===== config.mk =====
export PLATFORM = sky130hd
export DESIGN_NAME = hwpe_ctrl_uloop_sched
export DESIGN_NICKNAME = d
export VERILOG_FILES = /design/src/rtl/hwpe_ctrl_uloop_sched.sv
export SDC_FILE = /design/constraint.sdc
export NUM_CORES = 1
export LEC_CHECK = 0
export CAP_MARGIN = 20
export CORE_ASPECT_RATIO = 1.25
export CORE_UTILIZATION = 30
export DETAILED_ROUTE_END_ITERATION = 10
export MAX_ROUTING_LAYER = met4
export PLACE_DENSITY = 0.58
export SYNTH_ARGS = -nofsm -noshare
export SYNTH_HDL_FRONTEND = slang
export SYNTH_SLANG_ARGS = --single-unit

===== constraint.sdc =====
create_clock -name clk_i -period 2.3 [get_ports clk_i]
set_input_delay 0.23 -clock clk_i [delete_from_list [all_inputs] [get_ports clk_i]]
set_output_delay 0.23 -clock clk_i [all_outputs]
set_load 0.05 [all_outputs]

===== src/rtl/hwpe_ctrl_uloop_sched.sv =====
// Purpose : sequences the uloop engine for one job and queues each completed offset set as a tile descriptor.
// Latency : start_i -> first uloop_enable_o 2 cycles; uloop_valid_i -> tile_valid_o 2 cycles (queue empty).
// Backpres: a full descriptor queue drops uloop_enable_o until the consumer pops via tile_valid_o/tile_ready_i.
//
// Ports:
//   clk_i, rst_ni (async active-low), clear_i (sync soft clear), start_i (job start, IDLE only)
//   uloop_enable_o / uloop_clear_o        : control towards the uloop engine
//   uloop_valid_i / uloop_done_i / uloop_accum_i / uloop_offs_i : completed offset set from the engine
//   tile_valid_o / tile_ready_i / tile_offs_o / tile_accum_o / tile_last_o : descriptor stream (FWFT head)
//   tile_cnt_o (saturating handshake count), busy_o, evt_done_o (job-end pulse)
//   perf_stall_o : only when HWPE_ULOOP_SCHED_PERF_EN is defined (stall cycle counter)
module hwpe_ctrl_uloop_sched #(
    parameter int NB_REG     = 4,
    parameter int REG_WIDTH  = 32,
    parameter int FIFO_DEPTH = 2,
    parameter int CNT_WIDTH  = 16
) (
    input  logic                        clk_i,
    input  logic                        rst_ni,
    input  logic                        clear_i,
    input  logic                        start_i,
    output logic                        uloop_enable_o,
    output logic                        uloop_clear_o,
    input  logic                        uloop_valid_i,
    input  logic                        uloop_done_i,
    input  logic                        uloop_accum_i,
    input  logic [NB_REG*REG_WIDTH-1:0] uloop_offs_i,
    output logic                        tile_valid_o,
    input  logic                        tile_ready_i,
    output logic [NB_REG*REG_WIDTH-1:0] tile_offs_o,
    output logic                        tile_accum_o,
    output logic                        tile_last_o,
    output logic [CNT_WIDTH-1:0]        tile_cnt_o,
    output logic                        busy_o,
    output logic                        evt_done_o
`ifdef HWPE_ULOOP_SCHED_PERF_EN
    ,
    output logic [31:0]                 perf_stall_o
`endif
);

    localparam int OFFS_W = NB_REG * REG_WIDTH;
    localparam int DESC_W = OFFS_W + 2;
    localparam int PTR_W  = (FIFO_DEPTH > 1) ? $clog2(FIFO_DEPTH) : 1;
    localparam int FCNT_W = PTR_W + 1;

    typedef enum logic [2:0] {
        S_IDLE,
        S_CLEAR,
        S_STEP,
        S_PUSH,
        S_DRAIN,
        S_DONE
    } state_e;

    state_e state_q, state_d;

    // holding register between the engine pulse and the queue write
    logic [OFFS_W-1:0] hold_offs_q;
    logic              hold_accum_q;
    logic              hold_last_q;

    // descriptor queue storage, {last, accum, offs}
    logic [DESC_W-1:0] mem_q [FIFO_DEPTH];
    logic [PTR_W-1:0]  wr_ptr_q, rd_ptr_q;
    logic [FCNT_W-1:0] fcnt_q;
    logic [DESC_W-1:0] head;

    logic [CNT_WIDTH-1:0] tile_cnt_q;

    logic fifo_full, fifo_empty;
    logic push, pop;
    logic start_acc;
    logic capture;

    assign fifo_full  = (fcnt_q == FCNT_W'(FIFO_DEPTH));
    assign fifo_empty = (fcnt_q == '0);
    assign start_acc  = (state_q == S_IDLE) && start_i;
    // STEP only enabled the engine while not full, so a valid seen here always has room
    assign capture    = (state_q == S_STEP) && uloop_valid_i && !fifo_full;
    assign push       = (state_q == S_PUSH);
    assign pop        = tile_valid_o && tile_ready_i;

    // ---------------- FSM: state register ----------------
    always_ff @(posedge clk_i or negedge rst_ni) begin
        if (!rst_ni) begin
            state_q <= S_IDLE;
        end else begin
            state_q <= state_d;
        end
    end

    // ---------------- FSM: next state ----------------
    always_comb begin
        state_d = state_q;
        case (state_q)
            S_IDLE:  if (start_i) state_d = S_CLEAR;
            S_CLEAR: state_d = S_STEP;
            S_STEP:  if (capture) state_d = S_PUSH;
            S_PUSH:  state_d = hold_last_q ? S_DRAIN : S_STEP;
            // the last descriptor was pushed before DRAIN, so empty means it was accepted
            S_DRAIN: if (fifo_empty) state_d = S_DONE;
            S_DONE:  state_d = S_IDLE;
            default: state_d = S_IDLE;
        endcase
        if (clear_i) begin
            state_d = S_IDLE;
        end
    end

    // ---------------- FSM: outputs ----------------
    always_comb begin
        uloop_clear_o  = (state_q == S_CLEAR);
        // combinational on uloop_valid_i so the engine stops on the very cycle it reports
        uloop_enable_o = (state_q == S_STEP) && !fifo_full && !uloop_valid_i;
        busy_o         = (state_q != S_IDLE);
        evt_done_o     = (state_q == S_DONE);
    end

    // ---------------- holding register ----------------
    always_ff @(posedge clk_i or negedge rst_ni) begin
        if (!rst_ni) begin
            hold_offs_q  <= '0;
            hold_accum_q <= 1'b0;
            hold_last_q  <= 1'b0;
        end else if (clear_i) begin
            hold_offs_q  <= '0;
            hold_accum_q <= 1'b0;
            hold_last_q  <= 1'b0;
        end else if (capture) begin
            hold_offs_q  <= uloop_offs_i;
            hold_accum_q <= uloop_accum_i;
            hold_last_q  <= uloop_done_i;
        end
    end

    // ---------------- descriptor queue (first-word-fall-through) ----------------
    always_ff @(posedge clk_i or negedge rst_ni) begin
        if (!rst_ni) begin
            wr_ptr_q <= '0;
            rd_ptr_q <= '0;
            fcnt_q   <= '0;
            for (int i = 0; i < FIFO_DEPTH; i++) begin
                mem_q[i] <= '0;
            end
        end else if (clear_i) begin
            wr_ptr_q <= '0;
            rd_ptr_q <= '0;
            fcnt_q   <= '0;
            for (int i = 0; i < FIFO_DEPTH; i++) begin
                mem_q[i] <= '0;
            end
        end else begin
            if (push) begin
                mem_q[wr_ptr_q] <= {hold_last_q, hold_accum_q, hold_offs_q};
                wr_ptr_q        <= wr_ptr_q + PTR_W'(1);
            end
            if (pop) begin
                rd_ptr_q <= rd_ptr_q + PTR_W'(1);
            end
            case ({push, pop})
                2'b10:   fcnt_q <= fcnt_q + FCNT_W'(1);
                2'b01:   fcnt_q <= fcnt_q - FCNT_W'(1);
                default: fcnt_q <= fcnt_q;
            endcase
        end
    end

    assign head         = mem_q[rd_ptr_q];
    assign tile_valid_o = !fifo_empty;
    assign tile_offs_o  = head[OFFS_W-1:0];
    assign tile_accum_o = head[OFFS_W];
    assign tile_last_o  = head[OFFS_W+1];

    // ---------------- accepted-descriptor counter ----------------
    always_ff @(posedge clk_i or negedge rst_ni) begin
        if (!rst_ni) begin
            tile_cnt_q <= '0;
        end else if (clear_i || start_acc) begin
            tile_cnt_q <= '0;
        end else if (pop && (tile_cnt_q != '1)) begin
            tile_cnt_q <= tile_cnt_q + CNT_WIDTH'(1);
        end
    end

    assign tile_cnt_o = tile_cnt_q;

`ifdef HWPE_ULOOP_SCHED_PERF_EN
    // both stall sources can hit in the same cycle; each one counts
    logic [31:0] perf_q;
    logic [1:0]  perf_inc;
    logic [32:0] perf_sum;

    assign perf_inc = {1'b0, (state_q == S_STEP) && fifo_full}
                    + {1'b0, tile_valid_o && !tile_ready_i};
    assign perf_sum = {1'b0, perf_q} + {31'd0, perf_inc};

    always_ff @(posedge clk_i or negedge rst_ni) begin
        if (!rst_ni) begin
            perf_q <= '0;
        end else if (clear_i || start_acc) begin
            perf_q <= '0;
        end else begin
            perf_q <= perf_sum[32] ? '1 : perf_sum[31:0];
        end
    end

    assign perf_stall_o = perf_q;
`endif

endmodule


==> reports/results.tsv <==
stage	metric	value	unit
cts	cts_num_sinks	413	
final_layout	mostFrequentLayoutCells	412 x dfrtp_1, 271 x nand2_1, 258 x a22o_1	
sta	final.setup.tns	0	ps
sta	rsz_0062_raised_after_global_routing	yes	
sta	timing.clock.skew	18.2	ps
final_layout	layout.cells.most_common	dfrtp_1	
sta	finalCritPeriodShare	99.5	%
placed_design	place_hpwl	31100	µm
floorplan	dieArea	0.0576	mm²
floorplan	die-height	268	µm
setup_path	path_max_fanout	9	
detailed_routing	drc_errors	0	
detailed_routing	ant_nets	0	
placed_design	dpl_cell_area	0.0208	mm²
floorplan	rows	97	
power	finalPower	16.2	mW
setup_path	arrival	2060	ps
detailed_routing	dr.first_iter.drc_count	684	
synth	yosys_warnings	0	
setup_path	end_kind	primary output	
detailed_routing	vias	12800	
sta	relSlewSlack	61.3	%
synth	synth-seq-cells	413	
global_routing	grt_overflow	0	
final_layout	drive_gt1_share	24.1	%
detailed_routing	detail_route.wirelength	51700	µm
setup_path	setup.reg_to_reg.worst_slack	240	ps
detailed_routing	routedWlPerCell	20.6	µm
cts	root_buffer	clkbuf_16	
setup_path	critical_path_required	2070	ps
sta	finalWorstPathRequiredPeriod	2290	ps
synth	syn-mean-instance-area	11.8	µm²
cts	numCtsBuffers	45	
synth	synth_cell_type_count	40	
floorplan	num_io_pins	287	
global_routing	initial_antenna_violation_count	4	
floorplan	fp.dieW	215	µm
sta	max_freq	0.437	GHz
final_layout	design.final.nets	1864	
min_path	holdCritPathClass	in -> reg	
cts	cts_tree	yes	
power	leakagePower	10.4	nW
synth	post_syn_nets	1580	
global_routing	grt_start_max_net_pins	78	
synth	yosysTopAreaCell	dfrtp_1	
cts	clk_transition_reported_paths	60	ps
cts	clock_tree.buffer_depth	3	
detailed_routing	drt-pass1-iter-count	5	
setup_path	start_kind	register	
setup_path	critical_path_class	reg -> out	
global_routing	via_count_of_the_first_global_routing_pass	13600	
sta	finalHoldViolations	0	
detailed_routing	vias_per_cell	5.08	
synth	netlist_area	0.0170	mm²
synth	synth.top_cells.by_area	dfrtp_1 61%, a22o_1 13%, mux2_2 8.6%	
run	max_cap_violations	0	
cts	clock_tree.htree_level_count	2	
global_routing	grt_first_pass_wirelength	80700	µm
placed_design	dp_cells	2405	
cts	clock_insertion_delay_worst_skew	570	ps
floorplan	initial_core_util	30.3	%
final_layout	layoutNonFillerInstCount	2508	
synth	async_reset_ff_share	100	%
final_layout	layout.core_utilization	41.4	%
final_layout	area_delta_synth_final	36.3	%
sta	worst-slew-pin-transition	581	ps
power	ir_drop	446	µV
sta	timing.final.max_slew_violations	0	
floorplan	design.core.area	0.0559	mm²
synth	yosys_most_used_dff	dfrtp_1	
placed_design	buffer_ports.inserted	286	
placed_design	routabilityCongestion	0.802	
global_routing	overall_routing_resource_usage	18.5	%
synth	synth_edf_count	0	
final_layout	final_design_area_no_fill	0.0231	mm²
synth	ys_seq_area_share	60.9	%
status	outcome	finished, final reports clean	
power	pwr_density_cell	702	mW/mm²
synth	synth_top_area_share	60.9	%
sta	timing.final.setup_violations	0	
synth	post_synthesis_instance_total	1443	
[flip-flops by register name, summed over array words and instances, names as in the netlist]
signal / flops
rd_ptr_q: 1
wr_ptr_q: 1
hold_last_q: 1
hold_accum_q: 1
fcnt_q: 2
tile_cnt_o: 16
hold_offs_q: 128
state_q: 3
mem_q: 260
[cell families (layout without fill, tap and decap cells)]
group | Yosys count | in the layout | share of synthesized area [%]
AO/OA/AOI/OAI | 425 | 425 | 18.5
XOR/XNOR | 4 | 4 | 0.206
adder cells (fa/ha/maj) | 1 | 1 | 0.0737
buffers and inverters | 132 | 449 | 3.15
flip-flops | 413 | 413 | 60.9
multiplexers | 134 | 134 | 8.86
other | 0 | 6 | 0
AND/OR/NAND/NOR | 334 | 334 | 8.31
[synth_stat cells (2+ instances only)]
cell and instances:
and3_1 2, nor3b_1 2, buf_1 11, o21a_1 5, clkbuf_1 86, a22o_1 258
and4_1 2, xnor2_1 4, o211ai_1 2, or3_1 7, dfrtp_1 413, nor4_1 5
inv_1 6, nor2_1 10, mux2_2 130, nand4_1 5, buf_2 27, or2_2 3
a21oi_1 144, nand3_1 6, nand2_1 271, mux2i_1 4, or4_1 8, o21ai_0 5
and3b_1 2, o31ai_1 7, nor3_1 5
[worst paths after layout]
kind	startpoint	endpoint	depth (start not counted)
setup / recovery	rd_ptr_q$_DFFE_PN0P_	tile_offs_o[57]	5
hold / removal	clear_i	state_q[2]$_DFFE_PN0P_	2
setup reg to reg	state_q[1]$_DFFE_PN0P_	mem_q[119]$_DFFE_PN0P_	5
hold reg to reg	mem_q[123]$_DFFE_PN0P_	mem_q[123]$_DFFE_PN0P_	1
max in group asynchronous	rst_ni	mem_q[240]$_DFFE_PN0P_	3
min in group asynchronous	rst_ni	mem_q[218]$_DFFE_PN0P_	2
[report_power, final]
part	leakage, nW	internal (mW)	switching [mW]
Combinational	3.92	0.473	0.675
Clock	0.779	4.68	3.00
Sequential	5.75	7.35	0.0699
Total	10.4	12.5	3.74
[worst max-delay path: stages, from the launching register on]
cell and delay, ps:
dfrtp_4 500, buf_12 200, buf_12 140, buf_16 140, mux2_2 350, buf_6 160
[final cells by class]
class,count,area [µm²]
Antenna cell,6,15.0
Clock buffer,61,1320
Multi-Input combinational cell,898,6160
Fill cell,5249,32800
Sequential cell,413,10300
Inverter,6,22.5
Tap cell,742,928
Clock inverter,19,254
Timing Repair Buffer,363,4100
[through the flow]
stage	worst slack (ps)	hold slack [ps]
after floorplan	34.3	-65.6
after global placement	116	224
after detailed placement	109	238
after CTS	-64.0	1.08
after global routing	-65.2	31.8
final	11.7	42.5
[layer usage]
metal	track usage, %	up-vias	share of wire [%]
li1	-	5776	-
met3	3.15	83	4.0
met2	31.7	297	51
met5	-	-	0
met4	6.24	0	2.8
met1	22.0	6595	42
[repair_timing]
item,CTS,global route
pin swaps,0,0
setup buffers,7,2
endpoints found under the hold margin,45,0
setup endpoints to repair,133,86
gates resized for setup,117,69
hold buffers,1,0
cloned,8,0
Note: power is estimated with default switching activity, not from simulation.
